## src/rtl/regfile_scan_reader_pkg.sv

```systemverilog
// Shared register-file geometry and scan-reader FSM state codes.
package regfile_scan_reader_pkg;

    localparam int REG_DATA_W = 32;
    localparam int REG_ADDR_W = 5;
    localparam int REG_NUM    = 32;

    localparam logic [1:0] S_IDLE  = 2'd0;
    localparam logic [1:0] S_SCAN  = 2'd1;
    localparam logic [1:0] S_DRAIN = 2'd2;

endpackage

```

## src/rtl/regfile_scan_reader.sv

```systemverilog
// Sweeps the register file two registers per cycle and streams each pair out
// through a one-entry valid/ready stage, accumulating an XOR checksum.
module regfile_scan_reader
    import regfile_scan_reader_pkg::*;
#(
    parameter int DATA_W   = REG_DATA_W,
    parameter int ADDR_W   = REG_ADDR_W,
    parameter int NUM_REGS = REG_NUM
) (
    input  logic                Clock,
    input  logic                Reset,
    input  logic                Start,
    output logic [ADDR_W-1:0]   ReadReg1,
    output logic [ADDR_W-1:0]   ReadReg2,
    input  logic [DATA_W-1:0]   ReadData1,
    input  logic [DATA_W-1:0]   ReadData2,
    output logic                OutValid,
    input  logic                OutReady,
    output logic [2*DATA_W-1:0] OutData,
    output logic [ADDR_W-2:0]   OutIndex,
    output logic                Busy,
    output logic                Done,
    output logic [2*DATA_W-1:0] Checksum
);

    localparam int NUM_PAIRS = NUM_REGS / 2;
    localparam int CTR_W     = ADDR_W - 1;

    logic [1:0]          state;
    logic [CTR_W-1:0]    ctr;
    logic                load;
    logic                lastPair;
    logic [2*DATA_W-1:0] pairData;

    // The pair counter addresses both read ports directly, so a stalled
    // output stage also freezes the register indices.
    assign ReadReg1 = {ctr, 1'b0};
    assign ReadReg2 = {ctr, 1'b1};

    assign pairData = {ReadData2, ReadData1};
    assign load     = (state == S_SCAN) && (!OutValid || OutReady);
    assign lastPair = (ctr == CTR_W'(NUM_PAIRS - 1));
    assign Busy     = (state != S_IDLE);

    always_ff @(posedge Clock) begin
        if (Reset) begin
            state    <= S_IDLE;
            ctr      <= '0;
            OutValid <= 1'b0;
            OutData  <= '0;
            OutIndex <= '0;
            Done     <= 1'b0;
            Checksum <= '0;
        end else begin
            Done <= 1'b0;
            case (state)
                S_IDLE: begin
                    if (Start) begin
                        state    <= S_SCAN;
                        ctr      <= '0;
                        Checksum <= '0;
                    end
                end
                S_SCAN: begin
                    if (load) begin
                        OutData  <= pairData;
                        OutIndex <= ctr;
                        OutValid <= 1'b1;
                        Checksum <= Checksum ^ pairData;
                        // Counter parks on the last pair instead of wrapping.
                        if (lastPair) begin
                            state <= S_DRAIN;
                        end else begin
                            ctr <= ctr + 1'b1;
                        end
                    end
                end
                S_DRAIN: begin
                    if (OutValid && OutReady) begin
                        OutValid <= 1'b0;
                        Done     <= 1'b1;
                        state    <= S_IDLE;
                    end
                end
                default: begin
                    state <= S_IDLE;
                end
            endcase
        end
    end

endmodule
```

## config.mk

```make
export PLATFORM = sky130hd
export DESIGN_NAME = regfile_scan_reader
export DESIGN_NICKNAME = d
export VERILOG_FILES = /design/src/rtl/regfile_scan_reader_pkg.sv /design/src/rtl/regfile_scan_reader.sv
export SDC_FILE = /design/constraint.sdc
export NUM_CORES = 1
export LEC_CHECK = 0
export ABC_AREA = 1
export ABC_CLOCK_PERIOD_IN_PS = 1700
export BUFFER_PORTS_ARGS = -buffer_cell sky130_fd_sc_hd__buf_2
export CORE_ASPECT_RATIO = 1.75
export CORE_MARGIN = 1.5
export CORE_UTILIZATION = 35
export CTS_CLUSTER_DIAMETER = 120
export DETAILED_ROUTE_END_ITERATION = 8
export GPL_TIMING_DRIVEN = 0
export SYNTH_ARGS = -nofsm -noshare
export SYNTH_HDL_FRONTEND = slang
export SYNTH_SLANG_ARGS = --single-unit
```

## constraint.sdc

```tcl
create_clock -name Clock -period 1.7 [get_ports Clock]
set_input_delay 0.34 -clock Clock [delete_from_list [all_inputs] [get_ports Clock]]
set_output_delay 0.34 -clock Clock [all_outputs]
set_load 0.03 [all_outputs]
```

==> flow_metrics.env, run 1 <==
export IMPL_via_per_inst=4.59
export IMPL_core_mm2=0.0170
export IMPL_power_density_mw_per_mm2=1190
export IMPL_fmax_mhz=624
export IMPL_netlist_area_mm2=0.00612
export IMPL_netlist_instances=916
export IMPL_grt_max_degree=17
export IMPL_path_clk_slew_ns=0.06
export IMPL_final_min_clock_period_ns=1.60
export IMPL_diodes=0
export IMPL_yosysSeqAreaShare=0.458
export IMPL_grtUsageTotal=0.218
export IMPL_drtAntennaViolNets=0
export IMPL_die_y_um=178
export IMPL_synth_fp_nets=985
export IMPL_tightestPinTransition_ns=0.666
export IMPL_drcViolationCount=0
export IMPL_pin_count=213
export IMPL_gp_congestion=0.779
export IMPL_timing_final_crit_share=0.942
export IMPL_yosysMostFrequentCell="nor2_1"
export IMPL_drive_gt1_frac=0.252
export IMPL_dr_pass1_iters=4
export IMPL_synth_largest_area_cell="dfxtp_1"
export IMPL_postCtsHoldBufs=0
export IMPL_synth_flop_cell="dfxtp_1"
export IMPL_ys_warn_count=0
export IMPL_setup_viol=0
export IMPL_synth_cell_types=23
export IMPL_combinationalPowerShare=0.214
export IMPL_dpl_hpwl_um=14300
export IMPL_h_tree_depth=4
export IMPL_synth_top_area_frac=0.458
export IMPL_p_clk_frac=0.401
export IMPL_netSwitchingFraction=0.317
export IMPL_drt_iter0_drc=241
export IMPL_worstSetupPathType="reg -> out"
export IMPL_slew_headroom=0.556
export IMPL_vias=6372
export IMPL_syn_to_final_growth_pct=32.3
export IMPL_fin_skew_ns=0.00856
export IMPL_synth_edf_count=0
export IMPL_cts_sinks=140
export IMPL_leakage_nw=4.29
export IMPL_grt_pass1_vias=5834
export IMPL_final_max_slew_violation_count=0
export IMPL_avgRoutedWirePerCell_um=14.3
export IMPL_die_area_mm2=0.0183
export IMPL_p_int_mw=6.59
export IMPL_n_fill_cell=1831
export IMPL_maxCapViolCount=0
export IMPL_instances_no_fill=1387
export IMPL_hold_violations=0
export IMPL_cp_arrival_ns=1.26
export IMPL_final_util=0.476
export IMPL_grt_remaining_overflow=0
export IMPL_cts_path_max_buffers=2
export IMPL_cts_buffers=17
export IMPL_grt_pass1_wl_um=30300
export IMPL_vdd_drop_max_mv=0.544
export IMPL_rows=63
export IMPL_antenna_found_initial=0
export IMPL_worstHoldPathType="in -> reg"
export IMPL_cts_tree="done"
export IMPL_synth_seq_cells=140
export IMPL_hold_ws_ns=0.134
export IMPL_fp_dieW_um=103
export IMPL_io_buffers=210
export IMPL_initial_core_util=0.359
export IMPL_critPathCaptureType="output pin"
export IMPL_drt_wl_total_um=19800
export IMPL_outcome="completed"
export IMPL_worstSetupStartpointType="flop"
export IMPL_root_buffer="clkbuf_16"
export IMPL_clk_latency_ns=0.42
export IMPL_p_seq_frac=0.385
export IMPL_async_reset_ff_frac=0
export IMPL_rsz0062_at_grt="true"
export IMPL_place_inst=1353
export IMPL_worstPathMaxFanout=10
export IMPL_layout_nets=1217
export IMPL_crit_required_ns=1.36
export IMPL_synthTopCellsByCount="nor2_1 (269), nand2_1 (147), dfxtp_1 (140)"
export IMPL_avgSynthCellArea_um2=6.68
export IMPL_p_sw_mw=3.06
export IMPL_synth_area_leaders="dfxtp_1 (46%), nor2_1 (16%), nand2_1 (9.0%), a21oi_1 (5.7%), o21ai_0 (5.6%)"
-- routing by layer --
metal / part of all wire / GRT usage
met3: 0.046 / 0.0477
met4: 0.031 / 0.0963
met2: 0.51 / 0.390
met1: 0.41 / 0.242
met5: 0 / 0
-- cell type report --
| type | count | area, um^2 | area share |
|---|---|---|---|
| sequential | 140 | 2810 | 0.347 |
| inverter | 79 | 297 | 0.0366 |
| clock buffer | 20 | 467 | 0.0576 |
| tap | 227 | 284 | 0.0351 |
| clock inverter | 11 | 143 | 0.0176 |
| buffer | 63 | 345 | 0.0426 |
| multi-input combinational | 634 | 2680 | 0.331 |
| timing repair buffer | 213 | 1080 | 0.133 |
-- final timing paths --
kind,start,slack (ns),end,cells after the start
max reg2reg,OutValid,0.14,Checksum[58],8
min,Reset,0.13,OutValid,2
min reg2reg,state[0],0.48,Done,1
max,state[0],0.1,Busy,4
-- cell usage in the layout (no fill, tap or decap), types with 2 or more instances in the layout --
cell type and instances:
conb_1 2, dfxtp_1 139, buf_6 4, bufinv_16 3, clkbuf_1 24, buf_4 18, nor2_2 2, nand3_1 67
clkbuf_8 3, inv_1 76, clkbuf_2 7, clkinv_2 3, nor2_1 269, clkinvlp_4 5, clkbuf_16 17, o21ai_0 69
buf_2 223, inv_2 3, nand2_1 147, a21oi_1 70
-- state kept, by name, indices dropped and copies added (netlist names) --
signal,flops
OutIndex,4
OutValid,1
state,2
Checksum,64
OutData,64
Done,1
ctr,4
-- through the flow --
stage                     TNS [ns]  setup slack [ns]  power [mW]  instance area [um^2]
final                            0            0.0985        9.66                  8100
after global routing       -0.0768           -0.0269        10.1                  8100
after CTS                        0          0.000999        9.75                  8070
after detailed placement    -10.16            -0.231        5.86                  7450
after global placement       -8.18            -0.187        5.83                  7450
after floorplan                  0             0.186        5.17                  6120
-- cell families after synthesis --
kind of cell | share of synthesized area
other cells | 0.00123
compound gates | 0.115
buf+inv | 0.104
flops | 0.458
simple gates | 0.320
fa+ha+maj | 0.00204
-- power groups by stage --
| stage | clock, mW | sequential (mW) | combinational, mW |
|---|---|---|---|
| final | 3.87 | 3.72 | 2.07 |
| after CTS | 3.95 | 3.72 | 2.08 |
| after floorplan | 0 | 4.31 | 0.860 |
| after global placement | 0 | 3.78 | 2.05 |
| after global routing | 4.09 | 3.75 | 2.28 |
| after detailed placement | 0 | 3.79 | 2.07 |
-- timing repair --
action	in CTS	in global routing
resized for setup	4	4
buffers inserted	0	3
endpoints found under the setup margin	61	74
pin swaps	1	1
-- worst max-delay path, stage by stage (launching register included) --
cell and delay, ns:
dfxtp_4 0.37, inv_2 0.07, buf_4 0.17, nand2_1 0.07, buf_4 0.17
Power figures use the tool's default switching activity.
==> run 2: changes to the inputs <==
CELL_PAD_IN_SITES_DETAIL_PLACEMENT = 1   (was default)
CELL_PAD_IN_SITES_GLOBAL_PLACEMENT = 1   (was default)
CORE_UTILIZATION = 34   (was 35)
PLACE_DENSITY_LB_ADDON = 0.1   (was default)
==> run 2 against run 1 <==
Against the previous run:
- first-iteration DRC count down 27%
- total power increased by 0.11%
- critical endpoint unchanged
- utilization is 1.3 points lower
- fmax shrank 2.4%
- via count increased by 3.0%
- largest power group unchanged
==> flow_metrics.env, run 2 (synthesis gave the netlist of run 1 again) <==
export IMPL_leakage_nw=4.30
export IMPL_via_per_inst=4.72
export IMPL_timing_final_crit_share=0.965
export IMPL_syn_to_final_growth_pct=32.6
export IMPL_hold_violations=0
export IMPL_netSwitchingFraction=0.324
export IMPL_power_density_mw_per_mm2=1190
export IMPL_diodes=0
export IMPL_clk_latency_ns=0.41
export IMPL_drt_wl_total_um=21300
export IMPL_fp_dieW_um=104
export IMPL_final_common_cell="nor2_1"
export IMPL_worstPathMaxFanout=10
export IMPL_outcome="completed"
export IMPL_place_inst=1357
export IMPL_h_tree_depth=4
export IMPL_tightestPinTransition_ns=0.648
export IMPL_worstSetupPathType="reg -> out"
export IMPL_avgRoutedWirePerCell_um=15.3
export IMPL_core_mm2=0.0175
export IMPL_vdd_drop_max_mv=0.658
export IMPL_crit_required_ns=1.36
export IMPL_cts_tree="done"
export IMPL_grt_remaining_overflow=0
export IMPL_setup_ws_ns=0.0593
export IMPL_n_fill_cell=2389
export IMPL_grtUsageTotal=0.232
export IMPL_p_sw_mw=3.14
export IMPL_grt_pass1_vias=6995
export IMPL_io_buffers=210
export IMPL_maxCapViolCount=0
export IMPL_drive_gt1_frac=0.253
export IMPL_p_seq_frac=0.385
export IMPL_final_min_clock_period_ns=1.64
export IMPL_antenna_found_initial=0
export IMPL_fin_skew_ns=0.00805
export IMPL_instances_no_fill=1392
export IMPL_setup_viol=0
export IMPL_drtAntennaViolNets=0
export IMPL_layout_nets=1217
export IMPL_regArea_mm2=0.00281
export IMPL_combinationalPowerShare=0.216
export IMPL_final_max_slew_violation_count=0
export IMPL_p_clk_frac=0.398
export IMPL_pre_cts_slack_ns=-0.216
export IMPL_drt_iter0_drc=177
export IMPL_die_y_um=180
export IMPL_root_buffer="clkbuf_16"
export IMPL_p_int_mw=6.53
export IMPL_cp_arrival_ns=1.30
export IMPL_dr_pass1_iters=4
export IMPL_cts_path_max_buffers=2
export IMPL_final_cell_mix="nor2_1 (269), buf_2 (223), nand2_1 (147)"
export IMPL_cp_top_family="buffers and inverters"
export IMPL_initial_core_util=0.349
export IMPL_slew_headroom=0.568
export IMPL_cts_buffers=17
export IMPL_cpPeakStageDelay_ns=0.37
export IMPL_dpl_hpwl_um=15700
export IMPL_reg_largest_list="Checksum: 64 flops, OutData: 64 flops"
export IMPL_path_buf_inv=3
export IMPL_pin_count=213
export IMPL_worstHoldPathType="in -> reg"
export IMPL_grt_max_degree=17
export IMPL_worstPathCellList="inv_2 > clkbuf_4 > nand2_1 > buf_4"
export IMPL_die_area_mm2=0.0188
export IMPL_critPathCaptureType="output pin"
export IMPL_path_clk_slew_ns=0.06
export IMPL_grt_pass1_wl_um=34900
export IMPL_multi_input_area_mm2=0.00269
export IMPL_worstSetupStartpointType="flop"
export IMPL_finalPower_mw=9.67
export IMPL_tns_ns=0
export IMPL_cts_sinks=140
export IMPL_drcViolationCount=0
export IMPL_rows=64
export IMPL_gp_congestion=0.775
export IMPL_fmax_mhz=610
export IMPL_vias=6566
export IMPL_rsz0062_at_grt="true"
export IMPL_cp_slowest_cell="dfxtp_4"
==> run 2: final timing paths <==
path	to	from	slack (ns)	depth (start not counted)
worst max-delay path	Busy	state[0]	0.06	4
worst min-delay path	state[1]	Reset	0.14	2
worst max register to register	Checksum[10]	state[0]	0.17	6
worst min register to register	Done	state[0]	0.49	1
==> run 2: area by class of cell <==
type                       instances  area share
inverter                          79      0.0366
clock inverter                    14      0.0208
buffer                            63      0.0427
clock buffer                      18      0.0541
timing repair buffer             213       0.133
tap                              231      0.0356
multi-input combinational        634       0.332
sequential                       140       0.346
==> run 2: per-stage QoR <==
step | hold WS, ns | utilization | instance area (um^2)
2_1_floorplan | 0.409 | - | 6120
3_3_place_gp | 0.483 | 0.425 | 7460
3_5_place_dp | 0.492 | 0.425 | 7460
4_1_cts | 0.121 | 0.462 | 8100
5_1_grt | 0.138 | 0.463 | 8110
6_report | 0.143 | 0.463 | 8110
==> run 2: timing repair <==
action                     in CTS  in global routing
gates resized for setup         4                  7
setup buffers                   3                  0
setup endpoints to repair      62                 51
pin swaps                       1                  0
hold buffers                    0                  0
cloned                          0                  0
==> run 2: routing by layer <==
layer,track usage,part of all wire,vias to the layer above
met5,0,0,-
met4,0.0844,0.023,0
met3,0.0438,0.038,31
met2,0.448,0.54,143
met1,0.244,0.40,3081
li1,-,-,3311
==> run 2: worst reg2reg max path, delay by kind of cell, from the launching register on <==
kind	cells	cell delay (ns)
buf+inv	3	0.78
flops	1	0.37
simple gates	2	0.19
compound gates	1	0.11
==> run 2: power groups by stage <==
stage	Clock [mW]	Sequential, mW	Combinational [mW]
after global routing	4.06	3.76	2.32
after detailed placement	0	3.79	2.10
after global placement	0	3.79	2.07
after floorplan	0	4.31	0.860
final	3.85	3.72	2.09
after CTS	3.93	3.73	2.12
